===== config.mk =====
export PLATFORM = sky130hd
export DESIGN_NAME = lsu_ctrl
export DESIGN_NICKNAME = d
export VERILOG_FILES = /design/src/rtl/lsu_ctrl.sv
export SDC_FILE = /design/constraint.sdc
export NUM_CORES = 1
export LEC_CHECK = 0
export CAP_MARGIN = 10
export CORE_MARGIN = 3
export CORE_UTILIZATION = 27
export DETAILED_ROUTE_END_ITERATION = 6
export GPL_ROUTABILITY_DRIVEN = 0
export PLACE_DENSITY = 0.5
export SYNTH_ARGS = -nofsm -noshare
export SYNTH_HDL_FRONTEND = slang
export SYNTH_SLANG_ARGS = --single-unit

===== constraint.sdc =====
create_clock -name clk -period 4.99 [get_ports clk]
set_input_delay 0.998 -clock clk [delete_from_list [all_inputs] [get_ports clk]]
set_output_delay 0.998 -clock clk [all_outputs]
set_load 0.02 [all_outputs]

===== src/rtl/lsu_ctrl.sv =====
// Load/store unit controller: accepts one request at a time, performs a
// read-modify-write for sub-word stores, and returns an extended load result.
module lsu_ctrl #(
    parameter int MEM_WORDS     = 10,
    parameter int ACCESS_CYCLES = 1
) (
    input  logic        clk,
    input  logic        reset,
    input  logic        req_valid,
    output logic        req_ready,
    input  logic        req_store,
    input  logic [1:0]  req_size,
    input  logic        req_unsigned,
    input  logic [31:0] req_addr,
    input  logic [31:0] req_wdata,
    output logic        resp_valid,
    input  logic        resp_ready,
    output logic [31:0] resp_rdata,
    output logic        resp_err,
    output logic [31:0] address,
    output logic [31:0] data,
    output logic        memRead,
    output logic        memWrite,
    input  logic [31:0] mem_data,
    output logic [1:0]  dbg_state
);

    // Handshakes: a transfer happens on a rising edge where valid and ready are
    // both 1; resp_valid stays high with stable payload until resp_ready.
    typedef enum logic [1:0] {
        IDLE   = 2'd0,
        RMW_RD = 2'd1,
        ACCESS = 2'd2,
        RESP   = 2'd3
    } state_e;

    localparam logic [1:0] SZ_BYTE = 2'b00;
    localparam logic [1:0] SZ_HALF = 2'b01;
    localparam logic [1:0] SZ_WORD = 2'b10;

    state_e      state_q, state_d;
    logic [3:0]  cnt_q, cnt_d;
    logic        store_q, store_d;
    logic [1:0]  size_q, size_d;
    logic        uns_q, uns_d;
    logic [31:0] addr_q, addr_d;
    logic [31:0] data_q, data_d;
    logic [31:0] rdata_q, rdata_d;
    logic        err_q, err_d;
    logic        resp_valid_q, resp_valid_d;

    logic        req_err;
    logic        last_cycle;
    logic [4:0]  lane_shift;
    logic [31:0] lane_mask;
    logic [31:0] lane;
    logic [31:0] merged;
    logic [31:0] extracted;

    assign req_err = (req_size == 2'b11)
                  || (req_size == SZ_HALF && req_addr[0])
                  || (req_size == SZ_WORD && req_addr[1:0] != 2'b00)
                  || ({2'b00, req_addr[31:2]} >= 32'(MEM_WORDS));

    assign last_cycle = (cnt_q == 4'(ACCESS_CYCLES - 1));

    // Big-endian lanes: byte offset 0 sits in the top byte of the word.
    always_comb begin
        lane_shift = 5'd0;
        lane_mask  = 32'hFFFF_FFFF;
        if (size_q == SZ_BYTE) begin
            lane_shift = {2'd3 - addr_q[1:0], 3'b000};
            lane_mask  = 32'h0000_00FF << lane_shift;
        end else if (size_q == SZ_HALF) begin
            lane_shift = addr_q[1] ? 5'd0 : 5'd16;
            lane_mask  = 32'h0000_FFFF << lane_shift;
        end
    end

    assign merged = (mem_data & ~lane_mask) | ((data_q << lane_shift) & lane_mask);
    assign lane   = mem_data >> lane_shift;

    always_comb begin
        extracted = mem_data;
        case (size_q)
            SZ_BYTE: extracted = uns_q ? {24'h0, lane[7:0]} : {{24{lane[7]}}, lane[7:0]};
            SZ_HALF: extracted = uns_q ? {16'h0, lane[15:0]} : {{16{lane[15]}}, lane[15:0]};
            default: extracted = mem_data;
        endcase
    end

    always_comb begin
        state_d      = state_q;
        cnt_d        = cnt_q;
        store_d      = store_q;
        size_d       = size_q;
        uns_d        = uns_q;
        addr_d       = addr_q;
        data_d       = data_q;
        rdata_d      = rdata_q;
        err_d        = err_q;
        resp_valid_d = 1'b0;
        case (state_q)
            IDLE: begin
                if (req_valid) begin
                    store_d = req_store;
                    size_d  = req_size;
                    uns_d   = req_unsigned;
                    addr_d  = req_addr;
                    data_d  = req_wdata;
                    rdata_d = 32'h0;
                    err_d   = req_err;
                    cnt_d   = 4'd0;
                    if (req_err)
                        state_d = RESP;
                    else if (req_store && req_size != SZ_WORD)
                        state_d = RMW_RD;
                    else
                        state_d = ACCESS;
                end
            end
            RMW_RD: begin
                if (last_cycle) begin
                    data_d  = merged;
                    cnt_d   = 4'd0;
                    state_d = ACCESS;
                end else begin
                    cnt_d = cnt_q + 4'd1;
                end
            end
            ACCESS: begin
                if (last_cycle) begin
                    if (!store_q)
                        rdata_d = extracted;
                    cnt_d   = 4'd0;
                    state_d = RESP;
                end else begin
                    cnt_d = cnt_q + 4'd1;
                end
            end
            RESP: begin
                // resp_valid rises one cycle after entering RESP.
                resp_valid_d = 1'b1;
                if (resp_valid_q && resp_ready) begin
                    resp_valid_d = 1'b0;
                    state_d      = IDLE;
                end
            end
            default: state_d = IDLE;
        endcase
    end

    always_ff @(posedge clk) begin
        if (!reset) begin
            state_q      <= IDLE;
            cnt_q        <= 4'd0;
            store_q      <= 1'b0;
            size_q       <= 2'b00;
            uns_q        <= 1'b0;
            addr_q       <= 32'h0;
            data_q       <= 32'h0;
            rdata_q      <= 32'h0;
            err_q        <= 1'b0;
            resp_valid_q <= 1'b0;
        end else begin
            state_q      <= state_d;
            cnt_q        <= cnt_d;
            store_q      <= store_d;
            size_q       <= size_d;
            uns_q        <= uns_d;
            addr_q       <= addr_d;
            data_q       <= data_d;
            rdata_q      <= rdata_d;
            err_q        <= err_d;
            resp_valid_q <= resp_valid_d;
        end
    end

    assign req_ready  = (state_q == IDLE);
    assign resp_valid = resp_valid_q;
    assign resp_rdata = resp_valid_q ? rdata_q : 32'h0;
    assign resp_err   = resp_valid_q & err_q;
    assign memRead    = (state_q == RMW_RD) || (state_q == ACCESS && !store_q);
    assign memWrite   = (state_q == ACCESS) && store_q;
    assign address    = (state_q == RMW_RD || state_q == ACCESS) ? {2'b00, addr_q[31:2]} : 32'h0;
    assign data       = memWrite ? data_q : 32'h0;
    assign dbg_state  = state_q;

endmodule

==> summary.md <==
| Metric | Value |
|---|---|
| Outcome | complete, no violations |
| H-tree depth | 3 |
| Startpoint types | register |
| Required time of the critical path | 3.99 ns |
| Synth top cells by count | 108 x dfxtp_1, 105 x nand2_1, 78 x a21oi_1, 66 x and2_1, 46 x o21ai_0 |
| Worst r2r src | dbg_state[1] |
| Worst slew pin tran | 1.05 ns |
| Reg area | 2160 sq um |
| Clock slew at reported path FFs | 0.08 ns |
| Filler Cell Count | 2270 |
| Worst-path fanout max | 28 |
| Setup TNS | 0 ns |
| DIE WIDTH | 156 um |
| I/O pins | 207 |
| Buffers on Ports | 204 |
| Clk sinks | 108 |
| Switch share | 42.5% |
| Multi-input gate area | 3500 sq um |
| Unrepaired setup endpoints after global routing | no |
| Initial Utilization | 27.7% |
| Top-count cell post-synth | dfxtp_1 |
| Tcrit/Tclk final | 76.5% |
| Cells after Synth | 761 |
| Via/cell ratio | 5.13 |
| Non-Filler Instances | 1205 |
| Setup violations, final | 0 |
| First DRT Iteration DRCs | 448 |
| Synth area leaders | dfxtp_1 36%, and2_1 6.8%, nand2_1 6.5% |
| Initial antenna violation count | 5 |
| Share of layout cells above drive strength 1 | 7.79% |
| Post-layout nets | 1030 |
| Async SR Flop Fraction | 0% |
| Path type of the worst min-delay path | reg2reg |
| Cts repair resizes | 0 |
| Drt pass-1 iters | 5 |
| DRT Wirelength | 23100 um |
| Sequential power share | 34.8% |
| TritonCTS buffer count | 9 |
| Ys flop type | dfxtp_1 |
| Clk_lat worst skew | 0.35 ns |
| Routed len/inst | 19.2 um |
| Largest net degree at the start of global routing | 59 |
| Synth unique cells | 62 |
| Largest area contributor in the netlist | dfxtp_1 |
| Crit path arrival time | 2.82 ns |
| DPL Wire Length | 16900 um |
| Worst Setup SP | dbg_state[1] |
| Post-Syn Area | 6080 sq um |
| PD cells | 440 nW/um^2 |
| Hold Path Origin | addr_q[13] |
| Clock skew | 0.00751 ns |
| CTS Hold Bufs | 0 |
| Residual DRC | 0 |
| Root Driver | clkbuf_16 |
| Combinational share of power | 45.9% |
| VDD IR max | 190 uV |
| Area Growth Syn to Fin | 40.7% |
| Vias | 6177 |
| Number of synthesized flops with an enable pin | 0 |
| Clock power frac | 19.3% |
| Grt ovf | 0 |
| Slew HR | 29.8% |
| Internal | 0.00216 W |
| Die Area | 24400 sq um |
| Post CTS Setup Buffer Count | 0 |
| Setup crit end kind | output pin |
| Vias in the first global route | 5870 |
| Minimum clock period | 3.82 ns |
| Synth Warn # | 0 |
| TritonCTS clock tree | built |
| Fin. max-slew vios | 0 |
| Die Span Y | 156 um |
| Post-route ant nets | 0 |
| NetSw | 0.00160 W |
| Row Count | 54 |
| Placed insts | 1187 |
| Max Cap Viol | 0 |
| Fin. Hold Viols | 0 |
| All-layer global routing usage | 18.1% |
| Critical path class | reg2out |
| #FFs+latches synth | 108 |
| Longest Clk Path Bufs | 2 |
| Avg Cell Area, Syn | 7.99 sq um |
| Sequential area share after synthesis | 35.5% |
| Fmax | 0.262 GHz |
| Leakage | 3.14 nW |
| Top cell type's share of synthesized area | 35.5% |
| First-pass GRT wire length | 34600 um |
| Core area | 22000 sq um |
[power by group through the flow]
| stage | Combinational, W | Clock, W | Sequential [W] |
|---|---|---|---|
| final | 0.00173 | 0.000727 | 0.00131 |
| after global routing | 0.00190 | 0.000788 | 0.00134 |
| after CTS | 0.00172 | 0.000758 | 0.00131 |
| after detailed placement | 0.00171 | 0 | 0.00133 |
| after global placement | 0.00170 | 0 | 0.00133 |
| after floorplan | 0.00122 | 0 | 0.00124 |
[critical path, cell delays in order, from the launching register on]
cell and delay (ns):
dfxtp_1 0.35, inv_1 0.11, ha_1 0.67, inv_2 0.44
nand2_1 0.26, clkdlybuf4s50_1 0.63
[area by class of cell]
cell class | count | share of cell area, %
Multi-Input combinational cell | 556 | 40.9
Sequential cell | 108 | 25.3
Timing Repair Buffer | 216 | 25.0
Tap cell | 280 | 4.09
Clock buffer | 12 | 3.11
Inverter | 28 | 1.23
Clock inverter | 4 | 0.365
Antenna cell | 1 | 0.0292
[logic make-up (layout without fill, tap and decap cells)]
group	Yosys count	count (layout)	share of synthesized area [%]
and+or+nand+nor	277	277	24.0
buffers and inverters	98	260	7.01
AOI/OAI and AO/OA	244	244	27.3
other	1	3	0.0616
adders and majority gates	7	7	1.44
muxes	26	26	4.73
DFF	108	108	35.5
[worst paths after layout]
| check | end | slack [ns] | depth (start not counted) |
|---|---|---|---|
| worst max register to register | register | 1.91 | 6 |
| worst max-delay path | memRead | 1.17 | 5 |
| worst min-delay path | addr_q[13] | 0.46 | 2 |
| worst min register to register | addr_q[13] | 0.46 | 2 |
[per-layer routing]
layer  GRT usage, %  part of all wire, %  vias to the layer above
met4           5.50                  2.2                        6
met1           25.0                   46                     2866
met2           27.6                   43                      235
met5              0                 0.18                        -
li1               -                    -                     3038
met3           4.94                  8.1                       32
[cells in the final DEF, fill, tap and decap left out, types with 8 or more instances in the layout]
cell type	instances
a211oi_1	8
a21oi_1	77
a22oi_1	8
a31oi_1	10
a32o_1	23
and2_1	66
and3_1	32
buf_4	11
clkbuf_16	9
clkdlybuf4s50_1	204
dfxtp_1	107
inv_1	26
mux2_2	22
nand2_1	105
nand2b_1	26
nor2_1	10
nor3_1	11
o21a_1	12
o21ai_0	46
o221ai_1	14
o32ai_1	8
[through the flow]
| stage | power (W) | area, sq um | worst slack, ns | hold slack [ns] | util (%) |
|---|---|---|---|---|---|
| floorplan | 0.00246 | 6090 | 2.42 | 0.424 | - |
| global placement | 0.00304 | 8250 | 1.61 | 0.438 | 37.5 |
| detailed placement | 0.00304 | 8250 | 1.57 | 0.447 | 37.5 |
| CTS | 0.00379 | 8540 | 1.17 | 0.458 | 38.9 |
| global route | 0.00404 | 8560 | 0.935 | 0.472 | 39.0 |
| finish | 0.00376 | 8560 | 1.17 | 0.455 | 39.0 |
Power figures use the tool's default switching activity.
==> RTL change 1, RTL diff (same settings) <==
Put a register stage on the output `resp_err`. The value now appears one clock later. The other outputs are not delayed to match.
--- a/src/rtl/lsu_ctrl.sv
+++ b/src/rtl/lsu_ctrl.sv
@@ -179,7 +179,9 @@
     assign req_ready  = (state_q == IDLE);
     assign resp_valid = resp_valid_q;
     assign resp_rdata = resp_valid_q ? rdata_q : 32'h0;
-    assign resp_err   = resp_valid_q & err_q;
+    always_ff @(posedge clk) begin
+        resp_err <= resp_valid_q & err_q;
+    end
     assign memRead    = (state_q == RMW_RD) || (state_q == ACCESS && !store_q);
     assign memWrite   = (state_q == ACCESS) && store_q;
     assign address    = (state_q == RMW_RD || state_q == ACCESS) ? {2'b00, addr_q[31:2]} : 32'h0;
Behaviour: not the same (a bounded check fails within 4 cycles, from zero or initial values and one cycle with reset low).
==> RTL change 1 against the original RTL <==
- synthesized area rose by 0.33%
- synthesized cell count rose by 0.13%
- register-to-register slack improved by 0.02 ns
- non-clock buffer count did not move
- global-route usage rose by 0.26 points
- setup slack improved by 0.023 ns
- design area rose by 0.66%
- power rose by 3.2%
- largest cell class unchanged
- wire length rose by 0.59%
- hold slack got worse by 0.0042 ns
- sequential cell count rose by 1
- clock power rose by 15%
==> RTL change 1: results (changes against the original RTL) <==
- Run status: finished, final reports clean
- Number of global-route vias before repair: 5976 (+1.8%)
- The placed wire-length estimate after detailed placement was 17.1 mm (+0.76%).
- The clock-pin slew on the worst setup and hold paths came to 0.08 ns (about the same).
- Share of cells above drive strength 1: 7.68% (-0.11 points)
- Reported net switching power: 1.60 mW (+0.28%)
- Post-Synthesis Cells: 762 (+0.13%)
- In the synthesized netlist the dominant register cell turns out to be sky130_fd_sc_hd__dfxtp_1.
- The count of instances resized after the clock tree is built was 0 (unchanged).
- Routed length per instance: 19.3 um (+0.67%)
- Skew-Pair Late Insertion Delay: 0.35 ns (about the same)
* Fill cell instance count of the final layout: 2272 (+0.088%)
* Count of input and output buffers: 204 (unchanged)
- The number of setup buffers added after CTS is 0 (unchanged).
- The sequential share of the synthesized area came to 35.8% (+0.21 points).
* Overall track demand over capacity in global routing: 18.4% (+0.26 points)
* Maximum fanout along the worst path: 28 (unchanged)
- The total inserted antenna cells came to 0 (-1).
- Asr flop ratio synth: 0% (unchanged)
* H-tree Lvls: 3 (unchanged)
* Buffer levels on the longest clock path: 2 (unchanged)
* Max rail drop VDD: 0.000237 V (+25%)
- The leakage dissipation was 3.16 nW (+0.66%).
- The initial detailed-routing violation count came to 516 (+15%).
- The measured slew at the worst slew-check pin came to 1.08 ns (+0.0289 ns).
- Critical path data arrival time: 2.80 ns (-0.02 ns)
- The tree is rooted in a sky130_fd_sc_hd__clkbuf_16.
- The maximum number of pins on one net before global-route repair came to 59 (unchanged).
- Ranked by instance count, the synthesized netlist is headed by 109 x sky130_fd_sc_hd__dfxtp_1, 105 x sky130_fd_sc_hd__nand2_1, 78 x sky130_fd_sc_hd__a21oi_1.
- The layout net count was 1031 (+0.097%).
- The initial antenna violation count came to 0 (-5).
- The count of TritonRoute iterations in the first routing pass was 4 (-1).
- The worst-case setup slack after placement is 1.57 ns (+0.00258 ns).
- The first-pass GRT wire length came to 35.2 mm (+2.0%).
- Post-Layout Cell Count: 1204 (-0.083%)
* Distinct cell type count of the synthesized netlist: 62 (unchanged)
- The clock tree skew after final layout came to 0.00697 ns (-0.000541 ns).
* Count of vias placed by the detailed router: 6126 (-0.83%)
- Top post-synthesis cells by area: sky130_fd_sc_hd__dfxtp_1 36%, sky130_fd_sc_hd__and2_1 6.8%, sky130_fd_sc_hd__nand2_1 6.5%, sky130_fd_sc_hd__a21oi_1 6.4%, sky130_fd_sc_hd__mux2_2 4.1%
- Total congestion overflow after global routing: 0 (unchanged)
[RTL change 1: cell types whose count changed after synthesis]
cell	before	now
sky130_fd_sc_hd__dfxtp_1	108	109
[RTL change 1: cell type report]
cell class                      instances  share of cell area [%]
Multi-Input combinational cell        556                    40.6
Sequential cell                       109                    25.3
Timing Repair Buffer                  216                    24.8
Tap cell                              280                    4.07
Clock buffer                            9                    2.61
Clock inverter                          6                    1.29
Inverter                               28                    1.22
[RTL change 1: per-layer routing]
| layer | up-vias | share of wire [%] | GRT usage (%) |
|---|---|---|---|
| li1 | 3041 | - | - |
| met1 | 2868 | 47 | 25.6 |
| met2 | 195 | 45 | 28.9 |
| met3 | 22 | 6.1 | 3.71 |
| met4 | 0 | 1.6 | 5.04 |
| met5 | - | 0 | 0 |
[RTL change 1: final timing paths]
| kind | from | endpoint | slack [ns] | cells past startpoint |
|---|---|---|---|---|
| max | dbg_state[1] | memRead | 1.19 | 5 |
| min | addr_q[18] | addr_q[18] | 0.45 | 2 |
| min reg2reg | addr_q[18] | addr_q[18] | 0.45 | 2 |
| max reg2reg | dbg_state[1] | flip-flop | 1.93 | 6 |
[RTL change 1: through the flow]
step                      cell area, sq um  hold WS, ns  utilization [%]
after floorplan                       6110        0.424                -
after global placement                8270        0.439             37.5
after detailed placement              8270        0.443             37.5
after CTS                             8600        0.454             39.1
after global routing                  8620        0.471             39.1
final                                 8620        0.451             39.1
[RTL change 1: power by group through the flow]
stage	clock [mW]	combinational [mW]	sequential [mW]
final	0.836	1.72	1.33
after global routing	0.886	1.89	1.37
after CTS	0.855	1.71	1.33
after detailed placement	0	1.71	1.35
after global placement	0	1.69	1.35
after floorplan	0	1.22	1.25
[RTL change 1: worst max-delay path, cell delays in order, from the launching register on]
cell and delay, ns:
sky130_fd_sc_hd__dfxtp_1 0.35, sky130_fd_sc_hd__inv_1 0.12, sky130_fd_sc_hd__ha_1 0.67, sky130_fd_sc_hd__inv_2 0.42, sky130_fd_sc_hd__nand2_1 0.24, sky130_fd_sc_hd__clkdlybuf4s50_1 0.63
[RTL change 1: cells by family after synthesis]
family | after synthesis | share of synthesized area [%]
AND/OR/NAND/NOR | 277 | 23.9
other | 1 | 0.0614
multiplexers | 26 | 4.72
flip-flops | 109 | 35.8
adder cells (fa/ha/maj) | 7 | 1.43
buffers and inverters | 98 | 6.99
AO/OA/AOI/OAI | 244 | 27.2
==> RTL change 2, RTL diff (same settings) <==
Without the edit above. `MEM_WORDS`: 10 -> 7.
--- a/src/rtl/lsu_ctrl.sv
+++ b/src/rtl/lsu_ctrl.sv
@@ -1,7 +1,7 @@
 // Load/store unit controller: accepts one request at a time, performs a
 // read-modify-write for sub-word stores, and returns an extended load result.
 module lsu_ctrl #(
-    parameter int MEM_WORDS     = 10,
+    parameter int MEM_WORDS     = 7,
     parameter int ACCESS_CYCLES = 1
 ) (
     input  logic        clk,
Behaviour: not the same (Yosys sat finds a counterexample within 4 cycles, from zero or initial values and one cycle with reset low).
==> RTL change 2 against the original RTL <==
- core utilization is essentially flat
- synthesized area grew 2.1%
- design area grew 1.2%
- register-to-register slack lost 0.09 ns
- power grew 3.0%
- critical path depth is the same
- sequential cell count is the same
- non-clock buffer count is the same
- wire length grew 5.7%
- setup slack lost 0.068 ns
==> RTL change 2: results (changes against the original RTL) <==
* Run status: finished, final reports clean
* Drt initial violations: 518 (+16%)
- The worst-case setup slack after placement is 1.52 ns (-0.0476 ns).
* Top post-synthesis cells by area: sky130_fd_sc_hd__dfxtp_1 35%, sky130_fd_sc_hd__nand2_1 7.1%, sky130_fd_sc_hd__and2_1 6.7%, sky130_fd_sc_hd__a21oi_1 6.0%, sky130_fd_sc_hd__mux2_2 3.6%
- The layout net count was 1057 (+2.6%).
- The count of instances resized after the clock tree is built was 0 (unchanged).
- Number of placed instances with taps included: 1215 (+2.4%)
- The first-pass GRT wire length came to 36.7 mm (+6.3%).
* Wirelength, routed: 24.5 mm (+5.7%)
* Count of vias placed by the detailed router: 6552 (+6.1%)
- The startpoint identified for the worst hold timing path is rdata_q[6].
- Fill cell instance count of the final layout: 2309 (+1.7%)
- Post-Layout Cell Count: 1231 (+2.2%)
* Largest net degree at the start of global routing: 56 (-5.1%)
- Most common library cells after synthesis: 118 x sky130_fd_sc_hd__nand2_1, 108 x sky130_fd_sc_hd__dfxtp_1, 75 x sky130_fd_sc_hd__a21oi_1
- Worst min-delay path endpoint: rdata_q[6]
- Static leakage: 3.21 nW (+2.0%)
- Count of input and output buffers: 204 (unchanged)
- The fraction of layout instances using a drive strength above 1 is 8.73% (+0.94 points).
- The clock tree skew after final layout was 0.00676 ns (-0.000749 ns).
- Worst R2R Start: dbg_state[0]
- The distinct cell type count after synthesis is 61 (-1.6%).
- Number of global-route vias before repair: 6136 (+4.5%)
- Switch share: 43.4% (+0.88 points)
* Total half-perimeter wirelength after legalization and detailed placement: 17.9 mm (+6.0%)
- Maximum fanout along the worst path: 39 (+39%)
* Initial antenna violation count: 0 (-5)
- Overall track demand over capacity in global routing: 19.1% (+0.94 points)
* Max rail drop VDD: 0.000231 V (+22%)
- The normalized max-slew margin came to 23.6% (-6.2 points).
- The number of buffers created by CTS came to 9 (unchanged).
* Global-route met3 utilization: 5.33% (+0.39 points)
- Number of synthesis warnings: 0 (unchanged)
- The path class of the tightest hold or removal check is reg -> reg.
* H-tree Lvls: 3 (unchanged)
- Ant diodes: 0 (-1)
- The data arrival at the endpoint of the critical path came to 2.89 ns (+0.07 ns).
- The count of mapped cells out of synthesis was 789 (+3.7%).
* Sequential fraction of the synthesis area: 34.8% (-0.72 points)
- Global-route met1 utilization: 27.1% (+2.1 points)
- The met2 usage came to 28.6% (+0.91 points).
* Register-to-register path setup slack: 1.82 ns (-0.09 ns)
[RTL change 2: final cells by class]
type | count | area share (%)
repair buffers | 216 | 24.6
well taps | 280 | 4.04
clock inverters | 7 | 0.866
flip-flops and latches | 108 | 24.9
multi-input cells | 582 | 41.7
clock buffers | 9 | 2.60
inverters | 29 | 1.26
[RTL change 2: through the flow]
stage | hold WS, ns | area [sq um]
finish | 0.446 | 8670
global route | 0.472 | 8670
CTS | 0.450 | 8670
detailed placement | 0.436 | 8370
global placement | 0.425 | 8370
floorplan | 0.416 | 6210
[RTL change 2: how the worst max path moves through the flow]
stage	from	to	slack, ns	depth (start not counted)
floorplan	dbg_state[0]	address[0]	2.43	5
global placement	dbg_state[0]	memRead	1.58	5
detailed placement	dbg_state[0]	memRead	1.52	5
CTS	dbg_state[0]	memRead	1.10	5
global route	dbg_state[0]	memRead	0.90	5
finish	dbg_state[0]	memRead	1.10	5
[RTL change 2: power by group through the flow]
stage | Sequential (mW) | Clock [mW] | Combinational (mW)
global route | 1.33 | 0.807 | 2.02
CTS | 1.29 | 0.774 | 1.83
floorplan | 1.24 | 0 | 1.29
detailed placement | 1.31 | 0 | 1.83
global placement | 1.31 | 0 | 1.83
finish | 1.30 | 0.749 | 1.83
[RTL change 2: cell families (layout without fill, tap and decap cells)]
kind of cell	after synthesis	after routing	synth area share, %
AO/OA/AOI/OAI	262	262	28.4
adder cells (fa/ha/maj)	7	7	1.41
buffers and inverters	100	261	7.05
flip-flops	108	108	34.8
multiplexers	20	20	3.63
other	1	2	0.0604
AND/OR/NAND/NOR	291	291	24.6
[RTL change 2: layer usage]
metal / wire (um) / vias to the layer above / part of all wire [%]
met5: 0 / - / 0
met4: 397 / 0 / 1.6
met3: 2120 / 21 / 8.7
met2: 10500 / 274 / 43
met1: 11500 / 3079 / 47
li1: - / 3178 / -
[RTL change 2: worst max-delay path, cell delays in order (launching register included)]
cell	delay [ns]
sky130_fd_sc_hd__dfxtp_1	0.34
sky130_fd_sc_hd__inv_1	0.13
sky130_fd_sc_hd__ha_1	0.91
sky130_fd_sc_hd__nand2b_1	0.35
sky130_fd_sc_hd__nand2_1	0.16
sky130_fd_sc_hd__clkdlybuf4s50_1	0.65
